===== src/rtl/record_fifo.sv =====
`default_nettype none
// ==== record_fifo: word-in / record-out FIFO with abort, flush and registered record output (rev 1.0) ====
module record_fifo #(
  parameter int WordSize          = 8,
  parameter int RecordWords       = 16,
  parameter int Depth             = 8,
  parameter int AlmostFullRecords = Depth - 1
) (
  input  logic                            clk,
  input  logic                            rst_n,
  input  logic                            in_valid,
  input  logic [WordSize-1:0]             in_data,
  output logic                            in_ready,
  input  logic                            in_abort,
  input  logic                            flush,
  output logic                            out_valid,
  output logic [WordSize*RecordWords-1:0] out_data,
  input  logic                            out_ready,
  output logic [$clog2(Depth):0]          records,
  output logic                            almost_full,
  output logic                            overflow
);

  localparam int RecordSizeBits = WordSize * RecordWords;
  localparam int StorageSize    = Depth * RecordWords;
  localparam int IdxW           = $clog2(StorageSize);
  localparam int PtrW           = IdxW + 1;
  localparam int RecW           = $clog2(RecordWords);
  localparam int SlotW          = IdxW - RecW;
  localparam int CntW           = $clog2(Depth) + 1;
  localparam logic [CntW:0] AfThreshold = (CntW + 1)'(AlmostFullRecords);

  // Word pointers carry one extra wrap bit so full and empty are distinguishable.
  logic [PtrW-1:0]           write_pos;
  logic [PtrW-1:0]           commit_pos;
  logic [PtrW-1:0]           read_pos;
  logic [WordSize-1:0]       mem [StorageSize];
  logic [PtrW-1:0]           fill;
  logic [PtrW-1:0]           committed;
  logic [SlotW-1:0]          rd_slot;
  logic [RecordSizeBits-1:0] rd_record;
  logic                      accept;
  logic                      last_word;
  logic                      load;

  assign fill        = write_pos - read_pos;
  assign committed   = commit_pos - read_pos;
  assign in_ready    = (fill != PtrW'(StorageSize));
  assign records     = committed[PtrW-1:RecW];
  assign almost_full = ({1'b0, records} >= AfThreshold);

  assign accept    = in_valid && in_ready && !in_abort && !flush;
  assign last_word = &write_pos[RecW-1:0];
  assign load      = (records != '0) && (!out_valid || out_ready) && !flush;

  // read_pos always sits on a record boundary, so a record is one storage slot.
  assign rd_slot = read_pos[IdxW-1:RecW];

  generate
    for (genvar w = 0; w < RecordWords; w++) begin : g_gather
      assign rd_record[w*WordSize +: WordSize] = mem[{rd_slot, RecW'(w)}];
    end
  endgenerate

  always_ff @(posedge clk) begin
    if (accept) begin
      mem[write_pos[IdxW-1:0]] <= in_data;
    end
  end

  always_ff @(posedge clk or negedge rst_n) begin
    if (!rst_n) begin
      write_pos  <= '0;
      commit_pos <= '0;
      read_pos   <= '0;
      out_valid  <= 1'b0;
      out_data   <= '0;
      overflow   <= 1'b0;
    end else if (flush) begin
      write_pos  <= '0;
      commit_pos <= '0;
      read_pos   <= '0;
      out_valid  <= 1'b0;
      overflow   <= 1'b0;
    end else begin
      if (in_abort) begin
        write_pos <= commit_pos;
      end else if (accept) begin
        write_pos <= write_pos + 1'b1;
        if (last_word) begin
          commit_pos <= write_pos + 1'b1;
        end
      end

      if (load) begin
        read_pos  <= read_pos + PtrW'(RecordWords);
        out_valid <= 1'b1;
        out_data  <= rd_record;
      end else if (out_valid && out_ready) begin
        out_valid <= 1'b0;
      end

      if (in_valid && !in_ready) begin
        overflow <= 1'b1;
      end
    end
  end

endmodule
`default_nettype wire

===== config.mk =====
export PLATFORM = sky130hd
export DESIGN_NAME = record_fifo
export DESIGN_NICKNAME = d
export VERILOG_FILES = /design/src/rtl/record_fifo.sv
export SDC_FILE = /design/constraint.sdc
export NUM_CORES = 1
export LEC_CHECK = 0
export BUFFER_PORTS_ARGS = -buffer_cell sky130_fd_sc_hd__clkbuf_2
export CAP_MARGIN = 20
export CORE_AREA = 2 2 351 353
export DETAILED_ROUTE_END_ITERATION = 8
export DIE_AREA = 0 0 353 355
export GPL_ROUTABILITY_DRIVEN = 0
export PLACE_DENSITY = 0.52
export SLEW_MARGIN = 25
export SYNTH_ARGS = -nofsm -noshare
export SYNTH_HDL_FRONTEND = slang
export SYNTH_SLANG_ARGS = --single-unit

===== constraint.sdc =====
create_clock -name clk -period 5.1 [get_ports clk]
set_input_delay 0.765 -clock clk [delete_from_list [all_inputs] [get_ports clk]]
set_output_delay 0.765 -clock clk [all_outputs]
set_load 0.01 [all_outputs]

# == Yosys cells after proc, flatten, opt, wreduce, memory -nomap -nowiden ==
# Memory sizes are Yosys's and may differ from the RTL's. A register that Yosys moved wholly into a read port is not among the register bits.
# Index checks and enable logic that the tools add are counted.
# word_totals
regBits,26
latchBits,0
ramBits,1024
rom_bits,0
inputBits,14
output_inout_bits,136
word_cells,68
n_memories,1
# classes
addsub,4
multipliers,0
n_div,0
order_cmp,1
n_eq_ne,2
shift,0
muxes,16
bitwise_logic,1
n_reduce_logical,38
# mem_list
name,depth,width,read_ports,rd_clocked_by_memory_dff,write_ports,line,text
mem,128,8,16,16,1,37,logic [WordSize-1:0] mem [StorageSize];
# ops
operator,n
2-to-1 mux 8 bit,9
zero test 1 bit,20
subtractor 8 bit,2
adder 8 x 1 -> 8 bit (second input constant),1
adder 8 x 5 -> 8 bit (second input constant),1
inequality test 8 bit (second input constant),1
nonzero test 2 bit,4
logical AND 1 bit,7
2-to-1 mux 1 bit,7
nonzero test 3 bit,2
>= comparator 4 x 3 -> 1 bit (second input constant),1
AND reduction 4 bit,1
nonzero test 4 bit,1
AND reduction 3 bit,1
inequality test 2 x 1 -> 1 bit (second input constant),1
AND reduction 2 bit,1
logical OR 1 bit,1
inverter 1 bit,1

# == Longest topological paths before layout ==
# Gate-level depths: netlist of run 1.
# logic_depth
ltp_word,8
ltp_mapped,11
mapped_depth_nobuf,7

# == Least setup slack after synthesis of run 1 ==
# Ideal clock, no wire load.
# synth_timing
path_kind,register to register
start,reg read_pos[4]
end,"mem mem[50][0], enable pin"
setup_time_ns,0.371
t_arrival_ns,2.748
required_time_ns,4.729
path_slack_ns,1.982
stages_incl_launch_ff,12
n_path_buf,5
synth_period_minus_slack_ns,3.118
path_cell_list,dfrtp_1 buf_2 buf_4 buf_2 inv_1 ha_1 nand4bb_1 o31ai_1 or4_1 buf_2 buf_2 nor2_1
# synth_between
elab_chain_cells,7
# synth_lines
element,line,text
from (decl),36,logic [PtrW-1:0] read_pos;
from (signal assigned),96,read_pos <= read_pos + PtrW'(RecordWords);
subtractor 8 bit,46,assign fill = write_pos - read_pos;
inequality test 8 bit,48,assign in_ready = (fill != PtrW'(StorageSize));
logical AND 1 bit (3 in a row),52,assign accept = in_valid && in_ready && !in_abort && !flush;
2-to-1 mux 1 bit,66,if (accept) begin
2-to-1 mux 1 bit (not written as such),67,mem[write_pos[IdxW-1:0]] <= in_data;
to (decl),37,
# Every way passes these cells.

# == Worst setup path in the final report of run 1 ==
# layout_timing
start,reg read_pos[6]
end,out almost_full
# layout_between
elab_chain_cells,2
# layout_lines
element,line,text
subtractor 8 bit,47,assign committed = commit_pos - read_pos;
>= comparator 4 x 3 -> 1 bit,50,"assign almost_full = ({1'b0, records} >= AfThreshold);"
to (decl),20,"output logic almost_full,"
# Every way passes these cells.

==> metrics.md, run 1 <==
| Metric | Value |
|---|---|
| Warnings, synthesis | `0` |
| Rel. slew slack | `0.253` |
| Starting density of the core | `0.367` |
| I/O pins | `150` |
| Number of global-route vias before repair | `around 24,000` |
| Buffers plus inverters on the worst setup path | `3` |
| Maximum VDD drop | `280 uV` |
| Worst path cell trace | `inv_4, buf_4, ha_1, o22ai_1, xnor2_1, a31o_2, clkbuf_2` |
| Synth Net Count | `2,385` |
| Slew Viols, Final | `0` |
| Fin Setup TNS | `0 ns` |
| Pre-antenna DRT Iters | `5` |
| Initial antenna violation count | `6` |
| CTS root buffer | `clkbuf_16` |
| Top cells by count, synth | `1,024 x edfxtp_1, 276 x nor2_1, 275 x nand2_1` |
| Core area | `121,000 sq um` |
| Pre-CTS setup slack | `1.54 ns` |
| Final period util | `0.798` |
| Post-Layout Cell Count | `4,302` |
| Maximum clock frequency | `around 0.25 GHz` |
| Clock buffer depth | `3` |
| Initial drt markers | `1,888` |
| Hpwl dp | `64.0 mm` |
| HP Class | `input pin to async pin` |
| Placed instance count | `between 4,000 and 5,000` |
| Antenna-violating nets left | `0` |
| Hold-fix buffers at CTS | `0` |
| # setup viols final | `0` |
| Seq/Total Area, Yosys | `0.774` |
| Vert. Die Dim | `approximately 360 um` |
| # DRC | `0` |
| # port buffers | `about 150` |
| Post-Route WL | `111 mm` |
| Worst slew pin tran | `1.12 ns` |
| First-pass GRT wire length | `164 mm` |
| Total number of vias | `about 22,000` |
| TritonCTS clock tree | `done` |
| # rows | `about 130` |
| Post-synth EDFFs | `1,024` |
| FF-to-FF setup slack | `1.61 ns` |
| Fin crit period | `4.07 ns` |
| Area Growth Syn to Fin | `15.6%` |
| Critical Path AT | `3.30 ns` |
| Startpoint types | `flop` |
| # Post-CTS Setup Buffers | `0` |
| Crit-path max cell delay | `0.70 ns` |
| Worst path slowest cell | `buf_4` |
| P_leak | `16.6 nW` |
| Max-Cap Viols | `0` |
| Post-synth ARST share | `0.128` |
| Antenna Cells | `0` |
| Routed wire length per instance | `25.7 um` |
| Worst Setup End Kind | `primary output` |
| Post-Synthesis Cells | `2,362` |
| Die area | `125,000 sq um` |
| Reg clk slew, reported paths | `0.06 ns` |
| Worst-skew pair later-pin latency | `0.70 ns` |
| RSZ-0062 raised after global routing | `false` |
| Top FF cell, synth | `edfxtp_1` |
| CTS Buf Count | `120` |
| Pwr Density | `437 nW/um^2` |
| Via density | `about 5.2` |
| Clock sinks | `1,174` |
| Data required time of the worst path | `4.34 ns` |
| Endpoints failing hold | `0` |
| Worst Skew | `between 0.02 and 0.025 ns` |
| CP top delay family | `buffers and inverters` |
| Setup Crit Path Kind | `flop to primary output` |
| Final Net Count | `2,593` |
| Post-Syn Area | `approximately 45,000 sq um` |
| Ratio of cells with drive above 1 in the final layout | `0.253` |
| Area leader, netlist | `edfxtp_1` |
| Post-synthesis cell type count | `42` |
| Total grt overflow | `0` |
| PostCTS Resize Cnt | `0` |
| Outcome | `complete, no violations` |
| Synth area leaders | `edfxtp_1 69%, mux4_2 13%, dfrtp_1 8.4%` |
| Count leader, synth | `edfxtp_1` |
| Syn_area_per_cell | `18.9 sq um` |
| Tot GR Track Use | `0.177` |
| Die width | `353 um` |
| Largest net degree at the start of global routing | `137` |
| Flops & latches, synth | `around 1,200` |
| Fin util | `0.424` |
| H-Tree Depth | `3` |
| Synth top area share | `0.690` |
| Worst setup margin | `1.03 ns` |
| Crit Path Max Fanout | `57` |
==> metrics by stage <==
stage | power, W | instance area (sq um) | hold WS (ns)
finish | 0.0225 | 51500 | 0.104
global route | 0.0234 | 51500 | 0.130
CTS | 0.0228 | 51400 | 0.101
detailed placement | 0.0138 | 47400 | 0.514
global placement | 0.0138 | 47400 | 0.511
floorplan | 0.0125 | 44600 | 0.469
==> cells in the final DEF (no fill, tap or decap), types with 3 or more instances in the layout <==
cell type,instances
o21ai_0,6
nor2_1,275
mux2i_1,3
nand4_1,4
or3_1,3
nor3_1,7
ha_1,9
mux4_2,256
edfxtp_1,1024
clkbuf_16,124
o21a_1,5
clkinv_1,5
a31oi_1,130
buf_4,71
clkbuf_2,140
buf_12,4
clkbuf_8,20
or4_1,3
clkinvlp_4,5
clkbuf_1,37
xnor2_1,10
nand2_1,275
dfrtp_1,147
a21oi_1,7
inv_1,11
clkinv_2,23
buf_6,7
dfrtp_4,3
nand3_1,10
xor2_1,4
nor2b_1,7
bufinv_16,11
==> logic make-up (layout without fill, tap and decap cells) <==
group | count (synthesis) | after routing | share of synthesized area
AO/OA/AOI/OAI | 160 | 160 | 0.0228
XOR/XNOR | 15 | 15 | 0.00311
adder cells (fa/ha/maj) | 9 | 9 | 0.00253
buffers and inverters | 150 | 465 | 0.0153
flip-flops | 1174 | 1174 | 0.774
multiplexers | 259 | 259 | 0.130
AND/OR/NAND/NOR | 595 | 595 | 0.0524
==> worst register-to-register path: cells and delay by family, from the launching register on <==
family	cells	cell delay, ns
AND/OR/NAND/NOR	3	1.87
AO/OA/AOI/OAI	1	0.14
flip-flops	1	0.61
adder cells (fa/ha/maj)	1	0.31
buffers and inverters	1	0.18
==> final timing paths <==
kind                                     from            to  depth (start not counted)
worst max-delay path              read_pos[6]   almost_full                          7
worst min-delay path                    rst_n  out_data[94]                          1
worst max register to register    read_pos[4]     mem[2][1]                          6
worst min register to register  commit_pos[3]  write_pos[3]                          2
max in group asynchronous               rst_n   read_pos[5]                          2
min in group clk                    out_ready     out_valid                          3
==> sequential cells by signal, summed over array words and instances, names as in the netlist <==
signal and cells:
commit_pos 8, out_data 128, read_pos 4, out_valid 1
overflow 1, mem 1024, write_pos 8
==> per-layer routing <==
layer  track usage  part of all wire  vias up
met1         0.245              0.43    11900
met2         0.294              0.49      675
met5             0          0.000099        -
met4        0.0453             0.020        2
met3        0.0267             0.055      144
li1              -                 -     9702
==> power breakdown <==
group	internal [W]	leakage [nW]	switching, W
Clock	0.00530	1.99	0.00364
Combinational	0.000870	3.66	0.00121
Sequential	0.0110	10.9	0.000529
Total	0.0171	16.6	0.00537
==> layout make-up <==
class,count,area [sq um]
sequential,1174,34500
multi-input combinational,1038,9420
inverter,12,47.5
fill,10800,69900
tap,1625,2030
clock buffer,181,3520
timing repair buffer,224,1450
clock inverter,48,544
No activity file was read; power rests on OpenSTA's default activity.
==> inputs of run 2 (changes only) <==
--- a/config.mk
+++ b/config.mk
@@ -11,7 +11,7 @@
 export DETAILED_ROUTE_END_ITERATION = 8
 export DIE_AREA = 0 0 353 355
 export GPL_ROUTABILITY_DRIVEN = 0
-export PLACE_DENSITY = 0.52
+export PLACE_DENSITY = 0.54
 export SLEW_MARGIN = 25
 export SYNTH_ARGS = -nofsm -noshare
 export SYNTH_HDL_FRONTEND = slang
==> constraint.sdc (replaced) <==
create_clock -name clk -period 3.38 [get_ports clk]
set_input_delay 0.507 -clock clk [delete_from_list [all_inputs] [get_ports clk]]
set_output_delay 0.507 -clock clk [all_outputs]
set_load 0.01 [all_outputs]
==> run 2 against run 1 <==
Net effect:
- count of clock-buffer cells in the layout is 16 lower
- power rose by 50%
- sequential cell count is the same
- clock skew rose by 0.0025 ns
- hold slack improved by 0.19 ns
- final area up 1.2%
- wire length decreased by 0.50%
- register-to-register slack worse by 1.1 ns
- non-clock buffer count grew 85
- sequential power grew 50%
==> metrics.md, run 2 (same netlist as run 1, synthesis figures left out) <==
| Metric | Value |
|---|---|
| Outcome | `complete, no violations` |
| CTS root buffer | `clkbuf_16` |
| Tot GR Track Use | `0.176 (-0.000537)` |
| Reg clk slew, reported paths | `0.06 ns (about the same)` |
| Maximum clock frequency | `0.316 GHz` |
| H-Tree Depth | `3 (unchanged)` |
| TritonCTS clock tree | `done` |
| Vert. Die Dim | `355 um (unchanged)` |
| Most frequent cells in the layout | `1,024 x edfxtp_1, 276 x nor2_1, 275 x nand2_1` |
| Endpoints failing hold | `0 (unchanged)` |
| Number of global-route vias before repair | `23,900 (+0.60%)` |
| Clock buffer depth | `3 (unchanged)` |
| Fin util | `0.430 (+0.00526)` |
| Number of cells on the worst hold path | `3` |
| Initial drt markers | `2,378 (+26%)` |
| Hold path endpoint | `overflow` |
| PostCTS Resize Cnt | `0 (unchanged)` |
| Startpoint types | `flop` |
| Pwr Density | `645 nW/um^2 (+48%)` |
| FF-to-FF setup slack | `0.53 ns (-1.08 ns)` |
| Via density | `5.21 (-0.21%)` |
| Worst Setup End Kind | `primary output` |
| Buffers plus inverters on the worst setup path | `2 (-1)` |
| Total number of vias | `22,800 (+1.6%)` |
| Comb power frac | `0.094 (+0.002)` |
| Clock Power Share | `0.392 (-0.005)` |
| Initial antenna violation count | `2 (-4)` |
| First-pass GRT wire length | `164 mm (about the same)` |
| Worst slew pin tran | `1.01 ns (-0.111 ns)` |
| Crit Path Max Fanout | `5 (-91%)` |
| Worst R2R Start | `read_pos[4]` |
| Total grt overflow | `0 (unchanged)` |
| Hpwl dp | `64.6 mm (+0.92%)` |
| Worst path cell trace | `inv_1, ha_1, o21a_1, nor2_1, xnor2_1, a31o_2, clkbuf_2` |
| Post-Layout Cell Count | `4,381 (+1.8%)` |
| Layout fillers | `10,700 (-0.51%)` |
| Rel. slew slack | `0.328 (+0.0755)` |
| I/O pins | `150 (unchanged)` |
| Switching Share | `0.240 (+0.000798)` |
| Routed wire length per instance | `25.1 um (-2.3%)` |
| Worst reg2reg endpoint | `mem[34][5]` |
| Worst Skew | `0.0239 ns (+0.00248 ns)` |
| RSZ-0062 raised after global routing | `false` |
| Crit-path max cell delay | `0.47 ns (-0.23 ns)` |
| Sequential power share | `0.514 (+0.004)` |
| Critical Path AT | `2.66 ns (-0.64 ns)` |
| Post-Route WL | `110 mm (-0.50%)` |
| # rows | `128 (unchanged)` |
| Psw | `0.00807 W (+50%)` |
| Largest net degree at the start of global routing | `142 (+3.6%)` |
| CP top delay family | `flip-flops` |
| Slew Viols, Final | `0 (unchanged)` |
| Die area | `125,000 sq um (unchanged)` |
| # setup viols final | `0 (unchanged)` |
| Fin Setup TNS | `0 ns (unchanged)` |
| Maximum VDD drop | `394 uV (+41%)` |
| Antenna-violating nets left | `0 (unchanged)` |
| Area Growth Syn to Fin | `17.0%` |
| Starting density of the core | `0.367 (unchanged)` |
| Largest register FFs | `1,024 (unchanged)` |
| # port buffers | `149 (unchanged)` |
| # DRC | `0 (unchanged)` |
| Hold-fix buffers at CTS | `1 (+1)` |
| Commonest non-fill, non-tap cell in the layout | `edfxtp_1` |
| Core area | `121,000 sq um (unchanged)` |
| P_int | `0.0256 W (+49%)` |
| Setup Crit Path Kind | `flop to primary output` |
| Max-Cap Viols | `0 (unchanged)` |
| Worst-skew pair later-pin latency | `0.70 ns (about the same)` |
| CTS Buf Count | `116 (-3.3%)` |
| Worst path slowest cell | `dfrtp_4` |
| Placed instance count | `4,156 (+2.1%)` |
| Data required time of the worst path | `2.87 ns (-1.47 ns)` |
| Ratio of cells with drive above 1 in the final layout | `0.275 (+0.0226)` |
| Pre-antenna DRT Iters | `5 (unchanged)` |
| # Post-CTS Setup Buffers | `0 (unchanged)` |
| Clock sinks | `1,174 (unchanged)` |
| Fin crit period | `approximately 3.2 ns` |
| Die width | `353 um (unchanged)` |
| Final Net Count | `2,674 (+3.1%)` |
| Worst reg2reg path depth | `7 (+1)` |
| HP Class | `input pin to flop` |
| P_leak | `17.0 nW (+2.7%)` |
| Final period util | `0.937` |
| Worst Hold Launch | `in_valid` |
==> run 2: metal layers <==
layer	vias to the layer above	routed length (um)	global-route usage
li1	9841	-	-
met1	12200	48200	0.246
met2	659	53700	0.289
met3	138	5600	0.0265
met4	0	2590	0.0504
met5	-	0	0
==> run 2: through the flow <==
step	instance area [sq um]	power (W)	worst slack, ns	hold WS [ns]
3_5_place_dp	48200	0.0209	0.507	0.524
4_1_cts	52100	0.0341	0.146	0.236
5_1_grt	52200	0.0349	0.0645	0.320
6_report	52200	0.0337	0.212	0.299
3_3_place_gp	48100	0.0208	0.555	0.509
2_1_floorplan	44600	0.0189	0.262	0.211
==> run 2: worst max path at each step <==
stage                            from     endpoint  cells past startpoint
after CTS                 read_pos[4]  almost_full                      7
after detailed placement  read_pos[4]   mem[34][7]                      7
after global placement    read_pos[4]   mem[34][2]                      7
final                     read_pos[4]  almost_full                      7
after global routing      read_pos[4]  almost_full                      7
after floorplan           read_pos[4]   mem[50][0]                     11
==> run 2: worst min-delay path: stages <==
cell and delay (ns):
clkbuf_2 0.22, a21oi_1 0.18, nor2_1 0.04
==> run 2: final cells by class <==
class                           count  area, sq um  share of cell area
Tap cell                         1625         2030              0.0390
Multi-Input combinational cell   1038         9410               0.180
Antenna cell                        1         2.50           0.0000480
Clock buffer                      165         3350              0.0642
Sequential cell                  1174        34500               0.662
Clock inverter                     57          601              0.0115
Inverter                           12         47.5            0.000912
Timing Repair Buffer              309         2200              0.0422
==> run 2: power groups by stage <==
stage	clock network, W	logic [W]	registers, W
after floorplan	0	0.00137	0.0176
after global placement	0	0.00320	0.0176
after global routing	0.0141	0.00349	0.0174
final	0.0132	0.00317	0.0173
after detailed placement	0	0.00324	0.0176
after CTS	0.0135	0.00325	0.0173
==> inputs of run 3 (changes only) <==
--- a/config.mk
+++ b/config.mk
@@ -11,6 +11,7 @@
 export DETAILED_ROUTE_END_ITERATION = 8
 export DIE_AREA = 0 0 353 355
 export GPL_ROUTABILITY_DRIVEN = 0
+export MAX_ROUTING_LAYER = met4
 export PLACE_DENSITY = 0.54
 export SLEW_MARGIN = 25
 export SYNTH_ARGS = -nofsm -noshare
==> run 3 against run 2 <==
Net effect:
- final area is the same
- clock power is essentially flat
- non-clock buffer count is the same
- largest cell class unchanged
- largest power group unchanged
==> metrics.md, run 3 (same netlist as run 1, synthesis figures left out) <==
| Metric | Value |
|---|---|
| Outcome | `complete, no violations` |
| Slew Viols, Final | `0 (unchanged)` |
| Final Net Count | `2,674 (unchanged)` |
| Initial drt markers | `2,279 (-4.2%)` |
| Crit Path Max Fanout | `5 (unchanged)` |
| Post-Route WL | `110 mm (about the same)` |
| CTS root buffer | `clkbuf_16` |
| # DRC | `0 (unchanged)` |
| Reg clk slew, reported paths | `0.06 ns (about the same)` |
| Fin crit period | `3.20 ns (+0.0302 ns)` |
| RSZ-0062 raised after global routing | `false` |
| Maximum VDD drop | `395 uV (+0.18%)` |
| Startpoint types | `flop` |
| Worst slew pin tran | `0.960 ns (-0.0473 ns)` |
| P_leak | `17.0 nW (unchanged)` |
| Most frequent cells in the layout | `1,024 x edfxtp_1, 276 x nor2_1, 275 x nand2_1` |
| I/O pins | `150 (unchanged)` |
| Buffers plus inverters on the worst setup path | `2 (unchanged)` |
| # port buffers | `149 (unchanged)` |
| Via density | `5.21 (about the same)` |
| Total number of vias | `22,800 (-0.092%)` |
| Critical Path AT | `2.69 ns (+0.03 ns)` |
| Clock sinks | `1,174 (unchanged)` |
| Endpoints failing hold | `0 (unchanged)` |
| Worst setup margin | `0.182 ns (-0.0302 ns)` |
| Starting density of the core | `0.367 (unchanged)` |
| Worst path slowest cell | `dfrtp_4` |
| Crit-path max cell delay | `0.47 ns (about the same)` |
| Final period util | `0.946 (+0.00894)` |
| Number of global-route vias before repair | `23,900 (+0.080%)` |
| Largest register FFs | `1,024 (unchanged)` |
| # Post-CTS Setup Buffers | `0 (unchanged)` |
| Vert. Die Dim | `355 um (unchanged)` |
| Routed wire length per instance | `25.1 um (about the same)` |
| # rows | `128 (unchanged)` |
| Total grt overflow | `0 (unchanged)` |
| Ratio of cells with drive above 1 in the final layout | `0.275 (unchanged)` |
| First-pass GRT wire length | `164 mm (about the same)` |
| HP Class | `input pin to flop` |
| TritonCTS clock tree | `done` |
| Worst-skew pair later-pin latency | `0.70 ns (about the same)` |
| Worst Skew | `0.0241 ns (+0.000129 ns)` |
| Rel. slew slack | `0.360 (+0.0315)` |
| Layout fillers | `10,700 (-0.019%)` |
| Core area | `121,000 sq um (unchanged)` |
| CTS Buf Count | `116 (unchanged)` |
| Pre-CTS setup slack | `0.507 ns (unchanged)` |
| Fin Setup TNS | `0 ns (unchanged)` |
| # setup viols final | `0 (unchanged)` |
| Multi-input logic area | `9410 sq um (unchanged)` |
| Pre-antenna DRT Iters | `7 (+2)` |
| Commonest non-fill, non-tap cell in the layout | `edfxtp_1` |
| Clock buffer depth | `3 (unchanged)` |
| Pwr Density | `645 nW/um^2 (about the same)` |
| Total Power | `0.0336 W (about the same)` |
| Die area | `125,000 sq um (unchanged)` |
| Area Growth Syn to Fin | `17.0% (unchanged)` |
| Largest net degree at the start of global routing | `142 (unchanged)` |
| Worst path cell trace | `inv_1, ha_1, o21a_1, o22ai_1, xnor2_1, a31o_2, clkbuf_2` |
| Antenna-violating nets left | `0 (unchanged)` |
| CP top delay family | `compound AO/OA/AOI/OAI gates` |
| Tot GR Track Use | `0.182 (+0.00552)` |
| Worst Setup End Kind | `primary output` |
| Hpwl dp | `64.6 mm (unchanged)` |
| Maximum clock frequency | `0.313 GHz (-0.94%)` |
| Initial antenna violation count | `2 (unchanged)` |
| Register area | `34,500 sq um (unchanged)` |
| Data required time of the worst path | `2.87 ns (about the same)` |
| Die width | `353 um (unchanged)` |
| H-Tree Depth | `3 (unchanged)` |
| Setup Crit Path Kind | `flop to primary output` |
| Max-Cap Viols | `0 (unchanged)` |
[run 3: cell counts in the layout (fill, tap and decap cells not counted)]
No cell type changed its count.
[run 3: what timing repair did]
| item | in CTS | in global routing |
|---|---|---|
| gates resized for setup | 0 | 0 |
| hold endpoints to repair | 60 | 0 |
| hold buffers | 1 | 0 |
[run 3: per-layer routing]
layer	vias up	track usage	wire (um)
li1	9839	-	-
met1	12200	0.245	48000
met2	668	0.289	53700
met3	139	0.0274	5960
met4	0	0.0510	2510
met5	-	-	0
[run 3: worst register-to-register path: stages (launching register included)]
cell and delay, ns:
dfrtp_4 0.52, inv_1 0.14, ha_1 0.26, nand4bb_1 0.17, o31ai_1 0.13, or4_1 0.87
nor2_1 0.30, buf_4 0.20
[run 3: worst paths after layout]
kind                                     from            end  slack [ns]  cells past startpoint
max in group asynchronous               rst_n  out_data[120]        2.05                      3
worst max-delay path              read_pos[4]    almost_full        0.18                      7
worst min-delay path                 in_valid       overflow        0.30                      3
min in group asynchronous               rst_n   out_data[72]        0.40                      2
worst min register to register  commit_pos[3]   write_pos[3]        0.53                      2
worst max register to register    read_pos[4]     mem[34][5]        0.52                      7
[run 3: stage by stage]
| step | utilization | hold slack (ns) | cell area [sq um] | instances |
|---|---|---|---|---|
| floorplan | - | 0.211 | 44600 | 2362 |
| global placement | 0.397 | 0.509 | 48100 | 4155 |
| detailed placement | 0.397 | 0.524 | 48200 | 4156 |
| CTS | 0.429 | 0.236 | 52100 | 4379 |
| global route | 0.430 | 0.320 | 52200 | 4380 |
| finish | 0.430 | 0.296 | 52200 | 4381 |
[run 3: report_power, final]
group	switching, W	internal [W]
Combinational	0.00183	0.00133
Clock	0.00546	0.00774
Sequential	0.000771	0.0165
[run 3: cell type report]
cell class / count / share of cell area
Inverter: 12 / 0.000912
Sequential cell: 1174 / 0.662
Antenna cell: 1 / 0.0000480
Clock inverter: 57 / 0.0115
Tap cell: 1625 / 0.0390
Multi-Input combinational cell: 1038 / 0.180
Clock buffer: 165 / 0.0642
Timing Repair Buffer: 309 / 0.0422
